[src/rtl/k051962_pkg.sv]
// Shared constants and pixel type for the K051962 tile layer shifter.
// A pixel is a palette nibble plus a 4-bit colour index; index 0 is transparent.
package k051962_pkg;

    localparam int TILE_W    = 8;
    localparam int TILE_LOG2 = $clog2(TILE_W);
    localparam int DL_DEPTH  = 16;
    localparam int PIX_W     = 8;

    typedef struct packed {
        logic [3:0] pal;
        logic [3:0] idx;
    } pixel_t;

    localparam pixel_t PIX_CLEAR = '0;

    function automatic logic opaque(input pixel_t p);
        return p.idx != 4'd0;
    endfunction

endpackage

[src/rtl/k051962_tile_unpack.sv]
// Planar-to-chunky conversion of one 8-pixel tile row, with optional X mirror.
// Output slot n is the pixel that must be written at delay-line offset n.
module tile_unpack
    import k051962_pkg::*;
(
    input  logic [31:0]               rom_d,
    input  logic [7:0]                col,
    input  logic                      flip_x,
    output pixel_t [TILE_W-1:0]       tile
);

    // Only the palette nibble is used here; the flip request is resolved by the caller.
    logic unused_col;
    assign unused_col = ^col[3:0];

    generate
        for (genvar gi = 0; gi < TILE_W; gi++) begin : g_pix
            logic [3:0] fwd;
            logic [3:0] rev;

            // Each plane byte holds pixel 0 in its MSB.
            assign fwd = {rom_d[31-gi], rom_d[23-gi], rom_d[15-gi], rom_d[7-gi]};
            assign rev = {rom_d[24+gi], rom_d[16+gi], rom_d[8+gi], rom_d[gi]};

            assign tile[gi] = {col[7:4], (flip_x ? rev : fwd)};
        end
    endgenerate

endmodule

[src/rtl/k051962_layer_shifter.sv]
// Pixel delay line for one K051962 tile plane: tiles are dropped in at a fine-scroll
// offset and shifted out one pixel per CE_PIX through a registered output stage.
module k051962_layer_shifter
    import k051962_pkg::*;
#(
    parameter int FINE_W = 3
) (
    input  logic              clk_24M,
    input  logic              nRES,
    input  logic              CE_PIX,
    input  logic              TILE_LD,
    input  logic [31:0]       ROM_D,
    input  logic [7:0]        COL,
    input  logic [FINE_W-1:0] FINE,
    input  logic              FLIPX_EN,
    input  logic              FLIP_SCREEN,
    input  logic              BLANK,
    output logic [PIX_W-1:0]  PIX,
    output logic              OPQ
);

    localparam int IDX_W = $clog2(DL_DEPTH);

    logic                  flip_x;
    pixel_t [TILE_W-1:0]   tile;
    logic [IDX_W-1:0]      base;

    pixel_t                dl_reg  [DL_DEPTH];
    pixel_t                dl_next [DL_DEPTH];
    pixel_t                pix_reg;
    logic                  opq_reg;

    // Screen flip inverts whatever the per-tile attribute asked for.
    assign flip_x = (COL[0] & FLIPX_EN) ^ FLIP_SCREEN;
    assign base   = IDX_W'(FINE);

    tile_unpack u_tile_unpack (
        .rom_d  (ROM_D),
        .col    (COL),
        .flip_x (flip_x),
        .tile   (tile)
    );

    generate
        for (genvar gi = 0; gi < DL_DEPTH; gi++) begin : g_dl
            pixel_t           shifted;
            logic [IDX_W-1:0] off;
            logic             hit;

            if (gi < DL_DEPTH - 1) begin : g_mid
                assign shifted = dl_reg[gi+1];
            end else begin : g_tail
                assign shifted = PIX_CLEAR;
            end

            // A load claims entries base..base+7; it overrides the shifted value there.
            assign off = IDX_W'(gi) - base;
            assign hit = TILE_LD && (base <= IDX_W'(gi)) && (off < IDX_W'(TILE_W));

            assign dl_next[gi] = hit ? tile[off[TILE_LOG2-1:0]] : shifted;
        end
    endgenerate

    always_ff @(posedge clk_24M or negedge nRES) begin
        if (!nRES) begin
            for (int i = 0; i < DL_DEPTH; i++) begin
                dl_reg[i] <= PIX_CLEAR;
            end
            pix_reg <= PIX_CLEAR;
            opq_reg <= 1'b0;
        end else if (CE_PIX) begin
            for (int i = 0; i < DL_DEPTH; i++) begin
                dl_reg[i] <= dl_next[i];
            end
            // BLANK masks the output only; the line keeps moving underneath.
            pix_reg <= BLANK ? PIX_CLEAR : dl_reg[0];
            opq_reg <= !BLANK && opaque(dl_reg[0]);
        end
    end

    assign PIX = pix_reg;
    assign OPQ = opq_reg;

endmodule
[config.mk]
export PLATFORM = sky130hd
export DESIGN_NAME = k051962_layer_shifter
export DESIGN_NICKNAME = d
export VERILOG_FILES = /design/src/rtl/k051962_pkg.sv /design/src/rtl/k051962_tile_unpack.sv /design/src/rtl/k051962_layer_shifter.sv
export SDC_FILE = /design/constraint.sdc
export NUM_CORES = 1
export LEC_CHECK = 0
export BUFFER_PORTS_ARGS = -buffer_cell sky130_fd_sc_hd__buf_2
export CAP_MARGIN = 20
export CORE_MARGIN = 5
export CORE_UTILIZATION = 55
export DETAILED_ROUTE_END_ITERATION = 8
export GPL_TIMING_DRIVEN = 1
export HOLD_SLACK_MARGIN = 0.12
export PLACE_DENSITY = 0.74
export SLEW_MARGIN = 0
export SYNTH_ARGS = -nofsm -noshare
export SYNTH_HDL_FRONTEND = slang
export SYNTH_SLANG_ARGS = --single-unit
[constraint.sdc]
create_clock -name clk_24M -period 2.7 [get_ports clk_24M]
set_input_delay 0.675 -clock clk_24M [delete_from_list [all_inputs] [get_ports clk_24M]]
set_output_delay 0.675 -clock clk_24M [all_outputs]
set_load 0.02 [all_outputs]
==> metrics.txt, run 1 <==
outcome complete, no violations; CP Max Fanout 22; # port buffers 55; multi-input logic area 4970 um^2; Antenna Nets Post-Route 0; Gate Count Post-Synth 887; Layout Skew 0.00915 ns; io pins 59; delay-heaviest family, CP simple AND/OR/NAND/NOR gates; Sw Ratio 30.7%; crit path max-delay cell type mux4_2; Top FF cell, synth dfrtp_1; RSZ-0062 raised after global routing false; Netlist cell types 60; crit path time final 2.43 ns; utilization after layout 65.7%; PD cells 626 nW/um^2; fin nets 1021; global-route wire length before repair 39.6 mm; Residual DRC 0; CTS tree built; combinational share of power 25.8%; Largest register FFs 120; vias in the first global route 7323; count of final setup violators 0; final non-filler cell total 1183; share of cells above drive strength 1 23.9%; latest clock arrival within the worst-skew pair 0.42 ns; sw power 1930 uW; core footprint 15300 um^2; Synth warnings 0; 1st-pass router iterations 5; Die Wd 135 um; Die Area 18300 um^2; CTS sink count 129; Max Freq 412 MHz; FF/Latch Area 3230 um^2; Post-CTS Repair Setup Buffers 0; max-cap check violation count 0; Hold Fails Final Rpt 0; Period Utilization, post-route 90.0%; # hold bufs at CTS 0; Worst Max-Slew Pin Slew 0.721 ns; largest net degree at the start of global routing 67; Via density 6.38; post-CTS sizing 0; CP bufs+invs 3; via count 7551; area of the mapped netlist 8620 um^2; Final Power 6280 uW; Post-Place Cells 1151; Synthesized Nets 949; DP HPWL 17.1 mm; clock-pin slew on the worst setup and hold paths 0.06 ns; Synth-to-Final Area Change 16.3%; Seq cells post-synth 129; CP cell instances buf_2 -> buf_4 -> nand3b_2 -> nand2_4 -> buf_12 -> mux4_2 -> a22oi_1 -> nand2_1 -> a221o_1; WL/cell 20.2 um; Int Power 4350 uW; Worst EP arrival 2.73 ns; VDD IR max 0.479 mV; clock buffer depth 2; die extent in y 135 um; Max Slew Vio Count 0; Hold WC Path Type primary input to asynchronous set/reset pin; Flop pwr share 38.4%; average cell area after synthesis 9.71 um^2; fraction of the yosys area taken by sequential cells 37.5%; gpl congestion 0.935; Setup crit end kind register; final wirelength 23.9 mm; Slew HR 51.8%; total congestion overflow 0; asr flop ratio synth 100%; Req. time, crit path 3.00 ns; Worst Path Class, Setup primary input to register; Leakage Power 0.00461 uW; clk root buf clkbuf_16; # H-tree levels 4; Tot GR Track Use 27.5%; number of fillers in the final layout 1234; total CTS buffers 17; CP Launch Type primary input; row count 45; Worst path max stage delay 0.54 ns; initial antenna violation count 0; Initial Util 56.5%; antenna cells 0; initial DRC count 886; Post-synth EDFFs 0; clock share of power 35.8%
==> Yosys cell counts (3+ instances only) <==
cell type | number | area share [%]
inv_1 | 24 | 1.0
mux2_2 | 12 | 1.6
buf_6 | 4 | 0.52
o21ai_0 | 30 | 1.7
o31a_1 | 6 | 0.61
mux2i_1 | 81 | 9.4
a31oi_1 | 33 | 2.4
o221ai_1 | 3 | 0.30
buf_2 | 7 | 0.41
and3_1 | 26 | 1.9
buf_1 | 9 | 0.39
ha_1 | 12 | 1.7
a211oi_1 | 6 | 0.52
or3_1 | 7 | 0.51
o31ai_1 | 5 | 0.44
nand3b_1 | 7 | 0.61
nand2_1 | 98 | 4.3
a22o_1 | 9 | 0.91
dfrtp_1 | 129 | 37
nand3_1 | 24 | 1.4
a31o_2 | 7 | 0.71
nand4_1 | 4 | 0.29
mux4_2 | 43 | 11
a22oi_1 | 15 | 1.3
nand2b_1 | 6 | 0.44
nor2_1 | 90 | 3.9
nor3_1 | 4 | 0.23
a221o_1 | 21 | 2.4
a21oi_1 | 52 | 3.0
a21o_1 | 9 | 0.78
o2bb2ai_1 | 7 | 0.71
o211ai_1 | 4 | 0.35
a32oi_1 | 7 | 0.71
clkbuf_1 | 50 | 2.2
==> worst paths after layout <==
| check | slack (ns) | depth (start not counted) | end | startpoint |
|---|---|---|---|---|
| setup / recovery | 0.27 | 9 | dl_reg[105] | FLIP_SCREEN |
| hold / removal | 0.24 | 1 | dl_reg[122] | nRES |
| setup reg to reg | 1.62 | 3 | dl_reg[66] | dl_reg[58] |
| hold reg to reg | 0.47 | 1 | dl_reg[98] | dl_reg[98] |
| max in group asynchronous | 1.73 | 2 | dl_reg[84] | nRES |
| min in group clk_24M | 0.47 | 1 | dl_reg[98] | dl_reg[98] |
==> cell usage in the layout (no fill, tap or decap), drive strengths merged, types with 3 or more instances in the layout <==
cell type	synthesis	final
a211oi	6	6
a21o	9	9
a21oi	52	52
a221o	21	21
a22o	9	9
a22oi	15	15
a31o	8	8
a31oi	33	33
a32oi	7	7
and3	26	26
buf	22	125
clkbuf	50	18
clkinv	2	11
dfrtp	129	129
ha	12	12
inv	25	26
mux2	12	12
mux2i	81	81
mux4	43	43
nand2	99	99
nand2b	6	6
nand3	24	24
nand3b	8	8
nand4	4	4
nor2	91	91
nor3	4	4
o211ai	4	4
o21ai	32	32
o221ai	3	3
o2bb2ai	7	7
o31a	6	6
o31ai	5	5
or3	7	7
==> power by group through the flow <==
stage | clock (uW) | combinational, uW | sequential (uW)
detailed placement | 0 | 1600 | 2430
global route | 2360 | 1780 | 2440
CTS | 2270 | 1610 | 2410
global placement | 0 | 1560 | 2430
floorplan | 0 | 1080 | 2400
finish | 2250 | 1620 | 2410
==> cell families after synthesis <==
kind of cell    synth area share, %
compound gates                 18.9
fa+ha+maj                      1.74
simple gates                   14.7
mux                            22.2
buf+inv                        4.99
flops                          37.5
==> per-layer routing <==
metal / vias to the layer above / global-route usage, % / share of wire (%)
li1: 3463 / - / -
met1: 3725 / 38.4 / 43
met2: 321 / 43.1 / 47
met3: 42 / 6.76 / 7.9
met4: 0 / 7.95 / 2.2
met5: - / 0 / 0
==> final cells by class <==
type	instances	share of cell area, %
multi-input combinational	659	49.6
sequential	129	32.2
timing repair buffer	125	8.66
clock buffer	18	4.38
tap	211	2.63
clock inverter	14	1.40
inverter	27	1.12
==> worst reg2reg max path, cell delays in order, from the launching register on <==
cell	delay [ns]
dfrtp_1	0.40
a221oi_1	0.27
o21ai_0	0.18
o21a_1	0.14
==> per-stage QoR <==
stage	setup slack, ns	TNS [ns]	instance area (um^2)	hold WS [ns]
after detailed placement	-0.134	-1.82	9440	0.458
after global placement	-0.0923	-0.778	9440	0.453
final	0.270	0	10000	0.243
after floorplan	-0.0584	-0.229	8720	0.379
after global routing	0.199	0	10000	0.277
after CTS	0.312	0	10000	0.255
Note: power is estimated with default switching activity, not from simulation.
==> inputs of run 2 (changes only) <==
--- a/config.mk
+++ b/config.mk
@@ -5,6 +5,7 @@
 export SDC_FILE = /design/constraint.sdc
 export NUM_CORES = 1
 export LEC_CHECK = 0
+export ABC_CLOCK_PERIOD_IN_PS = 3100
 export BUFFER_PORTS_ARGS = -buffer_cell sky130_fd_sc_hd__buf_2
 export CAP_MARGIN = 20
 export CORE_MARGIN = 5
==> constraint.sdc (replaced) <==
create_clock -name clk_24M -period 3.1 [get_ports clk_24M]
set_input_delay 0.775 -clock clk_24M [delete_from_list [all_inputs] [get_ports clk_24M]]
set_output_delay 0.775 -clock clk_24M [all_outputs]
set_load 0.02 [all_outputs]
==> run 2 against run 1 <==
  * Count of clock-buffer cells in the layout rose by 4
  * Non-clock buffer count decreased by 21
  * Largest cell class unchanged
  * Critical endpoint is now dl_reg[18]
  * Combinational power down 17%
  * Via count decreased by 1.5%
  * Die area did not move
  * Clock power shrank 9.8%
  * First-iteration DRC count is 23% lower
  * Global-route usage decreased by 1.6 points
==> metrics.txt, run 2 (synthesized netlist as in run 1, its figures left out) <==
Max Freq 381 MHz; RSZ-0062 raised after global routing false; share of cells above drive strength 1 21.5% (-2.4 points); Antenna Nets Post-Route 0 (unchanged); crit path max-delay cell type mux2i_1; CP Launch Type primary input; PD cells 557 nW/um^2 (-11%); gpl congestion 0.915 (-2.1%); most common library cell in the layout ignoring fill and taps dfrtp_1; multi-input logic area 4960 um^2 (-0.25%); vias in the first global route 6922 (-5.5%); largest net degree at the start of global routing 65 (-3.0%); die extent in y 135 um (unchanged); fin nets 1000 (-2.1%); latest clock arrival within the worst-skew pair 0.43 ns (about the same); Leakage Power 0.00451 uW (-2.3%); crit path time final 2.62 ns; row count 45 (unchanged); Tot GR Track Use 25.9% (-1.6 points); Via density 6.41 (+0.36%); clock buffer depth 2 (unchanged); Worst Max-Slew Pin Slew 0.651 ns (-0.0694 ns); Worst path max stage delay 0.41 ns (-0.13 ns); CTS sink count 129 (unchanged); most frequent cells in the layout dfrtp_1, nand2_1, nor2_1, mux2i_1, buf_2; core footprint 15300 um^2 (unchanged); DP HPWL 16.7 mm (-2.2%); Post-Place Cells 1130 (-1.8%); via count 7437 (-1.5%); Hold Fails Final Rpt 0 (unchanged); total CTS buffers 17 (unchanged); initial DRC count 686 (-23%); antenna cells 0 (unchanged); utilization after layout 64.4% (-1.2 points); Slew HR 56.6% (+4.8 points); Hold WC Path Type primary input to asynchronous set/reset pin; Worst EP arrival 2.94 ns (+0.21 ns); setup TNS 0 ns (unchanged); VDD IR max 0.420 mV (-12%); Die Wd 135 um (unchanged); Synth-to-Final Area Change 14.1%; Sw Ratio 29.7% (-1.0 points); Period Utilization, post-route 84.6%; CP Max Fanout 19 (-14%); outcome complete, no violations; combinational share of power 24.8% (-1.0 points); Worst path most repeated cell o31a_1; final non-filler cell total 1161 (-1.9%); io pins 59 (unchanged); Int Power 3850 uW (-12%); Largest register FFs 120 (unchanged); Flop pwr share 38.2% (-0.2 points); initial antenna violation count 0 (unchanged); Final Power 5470 uW (-13%); Req. time, crit path 3.42 ns (+0.42 ns); Max Slew Vio Count 0 (unchanged); sw power 1630 uW (-16%); Worst Path Class, Setup primary input to register; WL/cell 20.0 um (-0.85%); Die Area 18300 um^2 (unchanged); total congestion overflow 0 (unchanged); # hold bufs at CTS 0 (unchanged); flop2flop setup slack 2.02 ns (+0.40 ns); CP cell instances buf_2 -> and3b_1 -> nor2_8 -> buf_4 -> mux2i_1 -> nor2_1 -> o31a_1 -> o31a_1; clock-pin slew on the worst setup and hold paths 0.06 ns (about the same); clock share of power 37.0% (+1.2 points); Post-CTS Repair Setup Buffers 0 (unchanged); # port buffers 55 (unchanged); final wirelength 23.3 mm (-2.7%); Initial Util 56.5% (unchanged); Layout Skew 0.00899 ns (-0.000155 ns); 1st-pass router iterations 8 (+3); Residual DRC 0 (unchanged); count of final setup violators 0 (unchanged); Setup crit end kind register; max-cap check violation count 0 (unchanged); number of fillers in the final layout 1262 (+2.3%); CTS tree built; global-route wire length before repair 37.3 mm (-5.8%); clk root buf clkbuf_16; # H-tree levels 4 (unchanged); FF/Latch Area 3230 um^2 (unchanged); post-CTS sizing 0 (unchanged)
run 2: critical path, delay by kind of cell:
| kind | cells | cell delay [ns] |
|---|---|---|
| AOI/OAI and AO/OA | 2 | 0.63 |
| and+or+nand+nor | 3 | 0.73 |
| buffers and inverters | 2 | 0.39 |
| muxes | 1 | 0.41 |
run 2: area by class of cell:
class                      instances  area share (%)
multi-input combinational        659            50.4
sequential                       129            32.8
timing repair buffer             104            6.97
clock buffer                      22            4.72
tap                              211            2.68
clock inverter                     9            1.32
inverter                          27            1.04
run 2: worst paths after layout:
path | depth (start not counted) | end | startpoint
max in group asynchronous | 2 | dl_reg[84] | nRES
setup reg to reg | 3 | dl_reg[66] | dl_reg[58]
hold reg to reg | 1 | dl_reg[47] | dl_reg[47]
setup / recovery | 8 | dl_reg[18] | COL[0]
hold / removal | 1 | dl_reg[49] | nRES
min in group clk_24M | 1 | dl_reg[47] | dl_reg[47]
run 2: per-layer routing:
layer | vias to the layer above | GRT usage, % | routed length, um
li1 | 3432 | - | -
met1 | 3657 | 36.5 | 9840
met2 | 316 | 40.4 | 10900
met3 | 32 | 6.20 | 2160
met4 | 0 | 6.94 | 386
met5 | - | 0 | 0
run 2: stage by stage:
stage	area, um^2	hold WS (ns)	worst slack [ns]
final	9830	0.384	0.476
after global routing	9830	0.432	0.348
after CTS	9830	0.393	0.469
after detailed placement	9240	0.464	0.0204
after global placement	9240	0.452	0.0331
after floorplan	8650	0.441	0.00194
run 2: power groups by stage:
stage	sequential, uW	clock (uW)	combinational [uW]
floorplan	2090	0	924
global placement	2110	0	1310
detailed placement	2120	0	1340
CTS	2090	2040	1340
global route	2120	2110	1480
finish	2090	2030	1350
